## config.mk

```make
export PLATFORM = sky130hd
export DESIGN_NAME = btn_debounce
export DESIGN_NICKNAME = d
export VERILOG_FILES = /design/src/rtl/btn_debounce.sv
export SDC_FILE = /design/constraint.sdc
export NUM_CORES = 1
export LEC_CHECK = 0
export BUFFER_PORTS_ARGS = -buffer_cell sky130_fd_sc_hd__buf_2
export CAP_MARGIN = 20
export CORE_MARGIN = 1
export CORE_UTILIZATION = 40
export CTS_CLUSTER_DIAMETER = 60
export DETAILED_ROUTE_END_ITERATION = 12
export PLACE_DENSITY = 0.68
export SETUP_SLACK_MARGIN = 0.2
export SYNTH_ARGS = -nofsm -noshare
export SYNTH_HDL_FRONTEND = slang
export SYNTH_SLANG_ARGS = --single-unit
```

## constraint.sdc

```tcl
create_clock -name clk -period 2.1 [get_ports clk]
set_clock_uncertainty 0.1 [all_clocks]
set_input_delay 0.315 -clock clk [delete_from_list [all_inputs] [get_ports clk]]
set_output_delay 0.315 -clock clk [all_outputs]
set_load 0.01 [all_outputs]
```

## src/rtl/btn_debounce.sv

```systemverilog
// Push-button debouncer with registered level output and single-cycle
// press/release strobes. A level change is accepted only after
// DEBOUNCE_CYCLES consecutive identical samples; one opposing sample aborts it.
// Optional auto-repeat strobes while held: define DEBOUNCE_REPEAT_EN.
module btn_debounce #(
  parameter int unsigned DEBOUNCE_CYCLES = 1000000,
  parameter int unsigned REPEAT_DELAY    = 50000000,
  parameter int unsigned REPEAT_PERIOD   = 10000000
) (
  input  logic clk,
  input  logic rst_n,
  input  logic sync_in,
  output logic level_out,
  output logic rise_pulse,
  output logic fall_pulse,
  output logic repeat_pulse
);

  localparam int unsigned CntW = $clog2(DEBOUNCE_CYCLES);
  localparam logic [CntW-1:0] CntLast = CntW'(DEBOUNCE_CYCLES - 1);

  // Elaboration-time parameter sanity checks
  if (DEBOUNCE_CYCLES < 2) begin : g_bad_debounce
    $error("DEBOUNCE_CYCLES must be >= 2");
  end
  if (REPEAT_DELAY < 1 || REPEAT_PERIOD < 1) begin : g_bad_repeat
    $error("REPEAT_DELAY and REPEAT_PERIOD must be >= 1");
  end

  typedef enum logic [1:0] {
    StLow,
    StToHigh,
    StHigh,
    StToLow
  } state_e;

  state_e          state_q, state_d;
  logic [CntW-1:0] cnt_q, cnt_d;
  logic            level_q, level_d;
  logic            rise_q, rise_d;
  logic            fall_q, fall_d;

  // Next-state: count consecutive opposing samples, abort on any agreeing one
  always_comb begin
    state_d = state_q;
    cnt_d   = '0;
    rise_d  = 1'b0;
    fall_d  = 1'b0;
    unique case (state_q)
      StLow: begin
        if (sync_in) begin
          state_d = StToHigh;
          cnt_d   = CntW'(1);
        end
      end
      StToHigh: begin
        if (!sync_in) begin
          state_d = StLow;
        end else if (cnt_q == CntLast) begin
          state_d = StHigh;
          rise_d  = 1'b1;
        end else begin
          cnt_d = cnt_q + 1'b1;
        end
      end
      StHigh: begin
        if (!sync_in) begin
          state_d = StToLow;
          cnt_d   = CntW'(1);
        end
      end
      StToLow: begin
        if (sync_in) begin
          state_d = StHigh;
        end else if (cnt_q == CntLast) begin
          state_d = StLow;
          fall_d  = 1'b1;
        end else begin
          cnt_d = cnt_q + 1'b1;
        end
      end
      default: state_d = StLow;
    endcase
    level_d = (state_d == StHigh) || (state_d == StToLow);
  end

  // State, counter and output registers
  always_ff @(posedge clk or negedge rst_n) begin
    if (!rst_n) begin
      state_q <= StLow;
      cnt_q   <= '0;
      level_q <= 1'b0;
      rise_q  <= 1'b0;
      fall_q  <= 1'b0;
    end else begin
      state_q <= state_d;
      cnt_q   <= cnt_d;
      level_q <= level_d;
      rise_q  <= rise_d;
      fall_q  <= fall_d;
    end
  end

  assign level_out  = level_q;
  assign rise_pulse = rise_q;
  assign fall_pulse = fall_q;

`ifdef DEBOUNCE_REPEAT_EN
  localparam int unsigned RptMax = (REPEAT_DELAY > REPEAT_PERIOD) ? REPEAT_DELAY : REPEAT_PERIOD;
  localparam int unsigned RptW   = $clog2(RptMax + 1);

  logic [RptW-1:0] rpt_q, rpt_d, rpt_inc, rpt_target;
  logic            first_q, first_d;  // still waiting for the initial delay
  logic            rep_q, rep_d;

  // Repeat timer: runs only while stably high, frozen while a release is pending
  always_comb begin
    rpt_d      = rpt_q;
    first_d    = first_q;
    rep_d      = 1'b0;
    rpt_inc    = rpt_q + 1'b1;
    rpt_target = first_q ? RptW'(REPEAT_DELAY) : RptW'(REPEAT_PERIOD);
    if (rise_d || state_d == StLow) begin
      rpt_d   = '0;
      first_d = 1'b1;
    end else if (state_q == StHigh) begin
      if (rpt_inc == rpt_target) begin
        rep_d   = 1'b1;
        rpt_d   = '0;
        first_d = 1'b0;
      end else begin
        rpt_d = rpt_inc;
      end
    end
  end

  // Repeat timer registers
  always_ff @(posedge clk or negedge rst_n) begin
    if (!rst_n) begin
      rpt_q   <= '0;
      first_q <= 1'b1;
      rep_q   <= 1'b0;
    end else begin
      rpt_q   <= rpt_d;
      first_q <= first_d;
      rep_q   <= rep_d;
    end
  end

  assign repeat_pulse = rep_q;
`else
  assign repeat_pulse = 1'b0;
`endif

endmodule

```

# [After elaboration in Yosys (flattened, before gate mapping)]
# Cells that the tools add are included.
[op_classes] mux=18 mul=0 reduce_logical=2 bitwise_logic=0 n_div=0 n_lt_le_gt_ge=0 eq_ne=6 addsub=1 shifts=0
[ops] operator="one-hot mux 20 bit (4 select lines)" count=1
[ops] operator="two-way mux 20 bit" count=3
[ops] operator="adder 20 x 1 -> 20 bit (second input constant)" count=1
[ops] operator="equality test 20 bit (second input constant)" count=1
[ops] operator="two-way mux 2 bit" count=6
[ops] operator="equality test 2 bit (second input constant)" count=4
[ops] operator="one-hot mux 2 bit (4 select lines)" count=1
[ops] operator="two-way mux 1 bit" count=7
[ops] operator="equality test 2 x 1 -> 1 bit (second input constant)" count=1
[ops] operator="logical NOT 2 bit" count=1
[ops] operator="logical OR 1 bit" count=1
[totals] latch_bits=0 romBits=0 ramBits=0 n_memories=0 word_cells=32 ff_bits=25

# [Depth between registers and ports, before layout]
# Gate-level depths: netlist of the first run.
[depth] depth_word=6 ltp_mapped=6 ltp_nobuf=5

# [Worst setup path after synthesis of the first run]
# Ideal clock, no wire load.
[synth_path] path_type="reg2reg" from="register cnt_q[6]" to="register level_q, in the netlist level_out" required_time_ns=1.875 setup_time_ns=0.125 path_buffers=0 stages_incl_launch_ff=5 slack_ns=-0.121 t_arrival_ns=1.996 synth_period_minus_slack_ns=2.221 cell_sequence="dfrtp_1 > or4_1 > or4_4 > or3_4 > mux2_4"
[synth_via] elab_chain_cells=6 elab_cells_between_ends=9 classes_between="eq/ne: 3; mux: 5; reduce/logical: 1"
[synth_lines] item="start: declaration" line="38" text="logic [CntW-1:0] cnt_q, cnt_d;"
[synth_lines] item="start signal: assignment" line="97" text="cnt_q <= cnt_d;"
[synth_lines] item="equality test 20 bit (*)" line="59, 75"
[synth_lines] item="two-way mux 2 bit (on tied branches)" line="75, 59"
[synth_lines] item="two-way mux 2 bit (on tied branches)" line="73, 57"
[synth_lines] item="one-hot mux 2 bit (4 select lines) (*)" line="49" text="unique case (state_q)"
[synth_lines] item="equality test 2 bit" line="84" text="level_d = (state_d == StHigh) || (state_d == StToLow);"
[synth_lines] item="logical OR 1 bit (*)" line="84"
[synth_lines] item="named net level_d" line="39" text="logic level_q, level_d;"
[synth_lines] item="end signal: assignment" line="98" text="level_q <= level_d;"
[synth_lines] item="end: declaration" line="39"
# Mark *: on every way through the listed nets, which the timed path passes. The rest lies on a longest branch.

# [Final worst setup path of the first run]
[layout_path] from="register cnt_q[6]" to="register rise_q, in the netlist rise_pulse"
[layout_via] elab_chain_cells=4
[layout_lines] item="equality test 20 bit" line="59" text="end else if (cnt_q == CntLast) begin"
[layout_lines] item="two-way mux 1 bit" line="59"
[layout_lines] item="two-way mux 1 bit" line="57" text="if (!sync_in) begin"
[layout_lines] item="two-way mux 1 bit" line="49"
[layout_lines] item="named net rise_d" line="40" text="logic rise_q, rise_d;"
[layout_lines] item="end signal: assignment" line="99" text="rise_q <= rise_d;"
[layout_lines] item="end: declaration" line="40"
# The timed path passes the listed nets, and every way through them passes these cells.

==> PnR_summary.wiki, run 1 <==
{| class="wikitable"
! Metric !! Value
|-
| Post-layout util || 53.43%
|-
| Number of nets in the layout || 154
|-
| Overflow left after global routing || 0
|-
| Maximum number of pins on one net before global-route repair || 25
|-
| Fraction of layout cells with a size suffix above 1 || 26.85%
|-
| Bufs on Longest Clock Path || 2
|-
| Average vias per placed instance || 5.467
|-
| Met1 demand-to-capacity share in global routing || 21.33%
|-
| DRC violation count after routing || 3
|-
| Number of CTS-inserted buffers || 3
|-
| Number of iterations in the first detailed-routing pass || 8
|-
| Later-pin clock latency in the skew report || 0.32 ns
|-
| Tot Pwr || 0.8925 mW
|-
| Net switching power || 0.1930 mW
|-
| Synthesized-area fraction occupied by ao, oa, aoi and oai cells || 4.465%
|-
| Root cell of the clock tree || sky130_fd_sc_hd__clkbuf_4
|-
| Horizontal die dimension || 56.89 µm
|-
| Count of distinct cell types in the synthesized netlist || 32
|-
| Min cycle time layout || 2.238 ns
|-
| Placer's final routability congestion estimate || 0.8677
|-
| Worst vdd ir || 0.4193 mV
|-
| HPWL reported at the end of detailed placement || 1.798 mm
|-
| Die Outline Area || 3236 µm²
|-
| Number of warning messages in the yosys log || 0
|-
| Highest attainable clock frequency || 446.9 MHz
|-
| Grt met3 use || 5.530%
|-
| Number of global-route vias before repair || 960
|-
| Type of the worst setup path || reg -> reg
|-
| Largest family of logic cells by synthesized area || simple AND/OR/NAND/NOR gates
|-
| Power share of the combinational group || 8.8%
|-
| Violations in the final reports || design-rule violations, negative setup slack
|-
| Fraction of the cycle the final worst path needs || 106.6%
|-
| Adder-cell area share of the yosys netlist || 1.038%
|-
| GRT Util Overall || 17.05%
|-
| Global routing met2 resource utilization || 27.90%
|-
| Setup-failing EPs final || 21
|-
| Final number of max-transition violations || 0
|-
| Sequential area share after synthesis || 49.84%
|-
| Post-Route WL || 2.471 mm
|-
| Clock transition at the register clock pins on the worst setup and hold paths after CTS || 0.13 ns
|-
| Share of total power in sequential cells || 53.4%
|-
| Post-synthesis instance area || 1205 µm²
|-
| Run status || finished, violations left
|-
| Static leakage power || 0.6314 nW
|-
| Required arrival time at the worst endpoint || 2.25 ns
|-
| Synth Instances || 120
|-
| Clock sinks || 24
|-
| Clock tree from TritonCTS || built
|-
| Largest driver fanout on the critical path || 4
|-
| Cell Pwr Density || 595.4 nW/µm²
|-
| Hold WC Path Type || in -> reg
|-
| Number of top-level pins || 7
|-
| Most used cells in the layout excluding fill and tap cells || sky130_fd_sc_hd__dfrtp_1, sky130_fd_sc_hd__nor2_1, sky130_fd_sc_hd__buf_4
|-
| Global-route wire length before repair || 4.188 mm
|-
| Number of buffers added on ports || 5
|-
| Basic-gate share of the synthesized area counting and, or, nand and nor cells || 29.28%
|-
| Number of synthesized register bits || 24
|-
| XOR/XNOR Fraction of Synth Area || 11.63%
|-
| Worst path arrival time || 2.39 ns
|-
| Total via count after detailed routing || 984
|-
| Final Hold Viols || 0
|-
| Crit. End Element || flip-flop
|-
| Avg Inst Size Synth || 10.04 µm²
|-
| Commonest non-fill, non-tap cell in the layout || sky130_fd_sc_hd__dfrtp_1
|-
| Proportion of synthesized area in mux cells || 1.246%
|-
| Post-Synthesis Net Count || 124
|-
| Worst Slack Setup Final || -0.1378 ns
|-
| Type of origin of the critical path || flip-flop
|-
| DR iter-0 viols || 18
|-
| Layout area overhead || 24.40%
|-
| Clock share of power || 37.9%
|-
| Count of inserted antenna diode cells || 0
|-
| Post-DR wirelength/cell || 13.73 µm
|-
| Switching Fraction || 21.62%
|-
| Number of levels in the clock H-tree || 1
|-
| Max cap viols || 0
|-
| ANT nets after route || 0
|-
| Tightest slew margin relative to the limit || 64.58%
|-
| Most used routing layer in global routing || met2
|-
| Number of core rows || 19
|-
| Number of antenna violations at the first check in global routing || 0
|-
| Pint || 0.6995 mW
|-
| RSZ-0062 raised after global routing || true
|-
| Starting Density || 42.95%
|-
| Height of the die || 56.89 µm
|-
| Transition at the pin with the smallest max-transition slack || 0.5312 ns
|-
| Total core area || 2805 µm²
|}
metrics by stage:
| stage | setup TNS, ns | cells | cell area (µm²) | hold slack, ns | setup WS, ns |
|---|---|---|---|---|---|
| floorplan | -0.3644 | 120 | 1205 | -0.08059 | -0.1207 |
| global placement | -0.09955 | 172 | 1389 | 0.2183 | -0.09955 |
| detailed placement | -0.1837 | 172 | 1389 | 0.2259 | -0.1260 |
| CTS | -1.135 | 180 | 1495 | 0.06961 | -0.1300 |
| global route | -2.953 | 180 | 1499 | 0.06401 | -0.1899 |
| finish | -1.183 | 180 | 1499 | 0.08584 | -0.1378 |
state kept, by name, indices dropped and copies added (netlist names):
signal      cells
cnt_q          20
fall_pulse      1
level_out       1
rise_pulse      1
state_q         1
what timing repair did:
action                                  4_1_cts  5_1_grt
resized for setup                             5        1
hold endpoints to repair                     24        0
endpoints found under the setup margin       24       24
pin swaps                                     0        0
setup buffers                                 3        0
hold buffers                                  1        0
critical path, stage by stage (launching register included):
cell and delay, ns:
sky130_fd_sc_hd__dfrtp_1 0.41, sky130_fd_sc_hd__or4_1 0.53, sky130_fd_sc_hd__or4_4 0.43, sky130_fd_sc_hd__or3_4 0.37, sky130_fd_sc_hd__buf_6 0.14, sky130_fd_sc_hd__nor3b_2 0.19
path summary, 6_finish.rpt:
kind	startpoint	end	slack [ns]	cells after the start
setup / recovery	cnt_q[6]$_DFF_PN0_	rise_pulse$_DFF_PN0_	-0.14	5
hold / removal	sync_in	fall_pulse$_DFF_PN0_	0.09	2
setup reg to reg	cnt_q[6]$_DFF_PN0_	rise_pulse$_DFF_PN0_	-0.14	5
hold reg to reg	level_out$_DFF_PN0_	rise_pulse$_DFF_PN0_	0.46	1
max in group asynchronous	rst_n	cnt_q[17]$_DFF_PN0_	1.16	2
min in group asynchronous	rst_n	cnt_q[16]$_DFF_PN0_	0.38	2
power by group through the flow:
stage | Sequential, mW | Clock, mW | Combinational [mW]
2_1_floorplan | 0.488 | 0 | 0.0304
3_3_place_gp | 0.484 | 0 | 0.0675
3_5_place_dp | 0.485 | 0 | 0.0698
4_1_cts | 0.476 | 0.342 | 0.0791
5_1_grt | 0.477 | 0.363 | 0.0877
6_report | 0.476 | 0.338 | 0.0784
routing by layer:
| layer | part of all wire (%) | wire, µm |
|---|---|---|
| met1 | 46 | 1146 |
| met2 | 48 | 1194 |
| met3 | 4.2 | 103 |
| met4 | 1.0 | 25 |
| met5 | 0 | 0 |
cell type report:
type | count | area, µm²
clock buffers | 3 | 22.52
clock inverters | 1 | 30.03
fillers | 267 | 1306
inverters | 3 | 11.26
multi-input cells | 91 | 588.1
flip-flops and latches | 24 | 600.6
well taps | 31 | 38.79
repair buffers | 27 | 207.7
synth_stat cells:
library cell	number	share of area [%]
sky130_fd_sc_hd__dfrtp_1	24	50
sky130_fd_sc_hd__nor2_1	17	5.3
sky130_fd_sc_hd__nand3_1	10	4.2
sky130_fd_sc_hd__xnor2_1	9	6.5
sky130_fd_sc_hd__nand2_1	7	2.2
sky130_fd_sc_hd__xor2_1	7	5.1
sky130_fd_sc_hd__nand4_1	6	3.1
sky130_fd_sc_hd__nor4_1	5	2.6
sky130_fd_sc_hd__or4_1	4	2.5
sky130_fd_sc_hd__inv_1	3	0.93
sky130_fd_sc_hd__nor3_1	3	1.2
sky130_fd_sc_hd__a21oi_1	2	0.83
sky130_fd_sc_hd__and3_1	2	1.0
sky130_fd_sc_hd__buf_4	2	1.2
sky130_fd_sc_hd__nor3b_1	2	1.2
sky130_fd_sc_hd__and2_1	1	0.52
sky130_fd_sc_hd__and2_2	1	0.62
sky130_fd_sc_hd__and3_2	1	0.62
sky130_fd_sc_hd__conb_1	1	0.31
sky130_fd_sc_hd__ha_1	1	1.0
sky130_fd_sc_hd__mux2_4	1	1.2
sky130_fd_sc_hd__nand2b_1	1	0.52
sky130_fd_sc_hd__nor4b_1	1	0.73
sky130_fd_sc_hd__o211ai_2	1	1.0
sky130_fd_sc_hd__o21ai_0	1	0.41
sky130_fd_sc_hd__o21ba_2	1	0.83
sky130_fd_sc_hd__o31a_1	1	0.73
sky130_fd_sc_hd__o31ai_1	1	0.62
sky130_fd_sc_hd__or2_2	1	0.52
sky130_fd_sc_hd__or3_1	1	0.52
sky130_fd_sc_hd__or3_4	1	0.93
sky130_fd_sc_hd__or4_4	1	0.93
cells by family (layout without fill, tap and decap cells):
logic type,after synthesis,after routing
and+or+nand+nor,65,65
AOI/OAI and AO/OA,7,7
muxes,1,1
adders and majority gates,1,1
buffers and inverters,5,34
DFF,24,24
other,1,1
xor gates and xnor gates,16,16
No activity file was read; power rests on OpenSTA's default activity.
==> run 2, diff against run 1 <==
--- a/config.mk
+++ b/config.mk
@@ -5,7 +5,7 @@
 export SDC_FILE = /design/constraint.sdc
 export NUM_CORES = 1
 export LEC_CHECK = 0
-export BUFFER_PORTS_ARGS = -buffer_cell sky130_fd_sc_hd__buf_2
+export BUFFER_PORTS_ARGS = -buffer_cell sky130_fd_sc_hd__buf_4
 export CAP_MARGIN = 20
 export CORE_MARGIN = 1
 export CORE_UTILIZATION = 40
==> PnR_summary.wiki, run 2 (synthesis results as in run 1) <==
{| class="wikitable"
! Metric !! Value
|-
| Run status || finished, violations left
|-
| Violations in the final reports || design-rule violations, negative setup slack
|-
| Peak per-stage delay on the critical path || 0.52 ns
|-
| Number of global-route vias before repair || 969
|-
| Post-Route WL || 2.399 mm
|-
| Clock transition at the register clock pins on the worst setup and hold paths after CTS || 0.12 ns
|-
| Pint || 0.7000 mW
|-
| Net switching power || 0.1857 mW
|-
| Number of buffers added on ports || 5
|-
| Die Outline Area || 3236 µm²
|-
| Final number of max-transition violations || 0
|-
| Most flop-heavy register || cnt_q
|-
| Startpoint of the lowest-slack hold path || sync_in
|-
| Critical register-to-register path endpoint || level_out$_DFF_PN0_
|-
| Number of levels in the clock H-tree || 1
|-
| Number of nets in the layout || 151
|-
| Number of top-level pins || 7
|-
| Crit. End Element || flip-flop
|-
| Worst path arrival time || 2.35 ns
|-
| Cell Pwr Density || 592.8 nW/µm²
|-
| Hold WC Path Type || in -> reg
|-
| Cell at the slowest stage of the critical path || sky130_fd_sc_hd__or4_1
|-
| Total via count after detailed routing || 975
|-
| Path length in cells of the critical path || 4
|-
| Number of core rows || 19
|-
| ANT nets after route || 0
|-
| Average vias per placed instance || 5.508
|-
| Hold path cells || 2
|-
| Reg2reg path depth || 4
|-
| Horizontal die dimension || 56.89 µm
|-
| Most used cells in the layout excluding fill and tap cells || sky130_fd_sc_hd__dfrtp_1, sky130_fd_sc_hd__buf_4, sky130_fd_sc_hd__nor2_1
|-
| Largest driver fanout on the critical path || 5
|-
| Largest register FFs || 20
|-
| Tot Pwr || 0.8856 mW
|-
| Critical-path cell list || or4_1 -> or4_4 -> or3_4 -> mux2_4
|-
| Overflow left after global routing || 0
|-
| Clock share of power || 37.3%
|-
| Type of the worst setup path || reg -> reg
|-
| Placer's final routability congestion estimate || 0.8722
|-
| Bufs on Longest Clock Path || 2
|-
| Fraction of layout cells with a size suffix above 1 || 24.66%
|-
| DR iter-0 viols || 28
|-
| Fraction of the cycle the final worst path needs || 106.1%
|-
| Type of origin of the critical path || flip-flop
|-
| Number of CTS-inserted buffers || 3
|-
| Root cell of the clock tree || sky130_fd_sc_hd__clkbuf_4
|-
| Final total negative setup slack || -0.4358 ns
|-
| Number of antenna violations at the first check in global routing || 0
|-
| Count of inserted antenna diode cells || 0
|-
| HPWL reported at the end of detailed placement || 1.838 mm
|-
| Required arrival time at the worst endpoint || 2.22 ns
|-
| Clock tree from TritonCTS || built
|-
| Clock sinks || 24
|-
| Max cap viols || 0
|-
| Worst Slack Setup Final || -0.1283 ns
|-
| Setup-failing EPs final || 12
|-
| Total core area || 2805 µm²
|-
| Maximum number of pins on one net before global-route repair || 25
|-
| Switching Fraction || 20.96%
|-
| GRT Util Overall || 17.33%
|-
| Buffers and inverters on the worst path || 0
|-
| Starting Density || 42.95%
|-
| Highest attainable clock frequency || 448.8 MHz
|-
| Power share of the combinational group || 8.9%
|-
| RSZ-0062 raised after global routing || true
|-
| Largest delay share family, worst path || simple AND/OR/NAND/NOR gates
|-
| Post-DR wirelength/cell || 13.55 µm
|-
| Later-pin clock latency in the skew report || 0.32 ns
|-
| Height of the die || 56.89 µm
|-
| Number of iterations in the first detailed-routing pass || 8
|-
| Static leakage power || 0.6256 nW
|-
| Flop2flop setup slack || -0.13 ns
|-
| Layout area overhead || 23.99%
|-
| Min cycle time layout || 2.228 ns
|-
| Final Hold Viols || 0
|-
| Commonest non-fill, non-tap cell in the layout || sky130_fd_sc_hd__dfrtp_1
|-
| Global-route wire length before repair || 4.305 mm
|-
| WHS Endpoint || fall_pulse$_DFF_PN0_
|-
| Share of total power in sequential cells || 53.8%
|-
| Start of the worst register-to-register path || cnt_q[6]$_DFF_PN0_
|-
| DRC violation count after routing || 3
|-
| Worst vdd ir || 0.5311 mV
|}
-- run 2: per-stage QoR --
stage	area (µm²)	setup slack, ns	hold slack (ns)	std cells	utilization [%]
floorplan	1205	-0.1207	-0.08059	120	-
global placement	1399	-0.09968	0.1250	170	49.87
detailed placement	1399	-0.1274	0.1315	170	49.87
CTS	1478	-0.1433	0.04385	176	52.68
global route	1494	-0.1712	0.04087	177	53.26
finish	1494	-0.1283	0.06319	177	53.26
-- run 2: metal layers --
metal	wire length [µm]	vias up	GRT usage, %
li1	-	473	-
met1	1083	486	20.56
met2	1214	12	31.09
met3	82	4	4.378
met4	19	0	4.181
met5	0	-	0
-- run 2: power by group through the flow --
| stage | clock [mW] | sequential [mW] | combinational [mW] |
|---|---|---|---|
| after floorplan | 0 | 0.488 | 0.0304 |
| after global placement | 0 | 0.484 | 0.0725 |
| after detailed placement | 0 | 0.485 | 0.0748 |
| after CTS | 0.344 | 0.476 | 0.0785 |
| after global routing | 0.356 | 0.478 | 0.0883 |
| final | 0.331 | 0.477 | 0.0784 |
-- run 2: repair_timing --
item	CTS	global route
endpoints found under the setup margin	24	24
hold buffers	1	0
hold endpoints to repair	24	0
buffers inserted	1	1
gates resized for setup	2	1
-- run 2: worst max-delay path by stage --
stage,start,to,slack (ns)
floorplan,cnt_q[6]$_DFF_PN0_,level_out$_DFF_PN0_,-0.12
global placement,cnt_q[6]$_DFF_PN0_,level_out$_DFF_PN0_,-0.1
detailed placement,cnt_q[6]$_DFF_PN0_,level_out$_DFF_PN0_,-0.13
CTS,cnt_q[6]$_DFF_PN0_,level_out$_DFF_PN0_,-0.14
global route,cnt_q[6]$_DFF_PN0_,level_out$_DFF_PN0_,-0.17
finish,cnt_q[6]$_DFF_PN0_,level_out$_DFF_PN0_,-0.13
-- run 2: cell type report --
cell class,instances,area [µm²]
clock inverter,1,30.03
fill,266,1311
clock buffer,3,22.52
multi-input combinational,91,591.8
inverter,3,11.26
sequential,24,600.6
tap,31,38.79
timing repair buffer,24,198.9
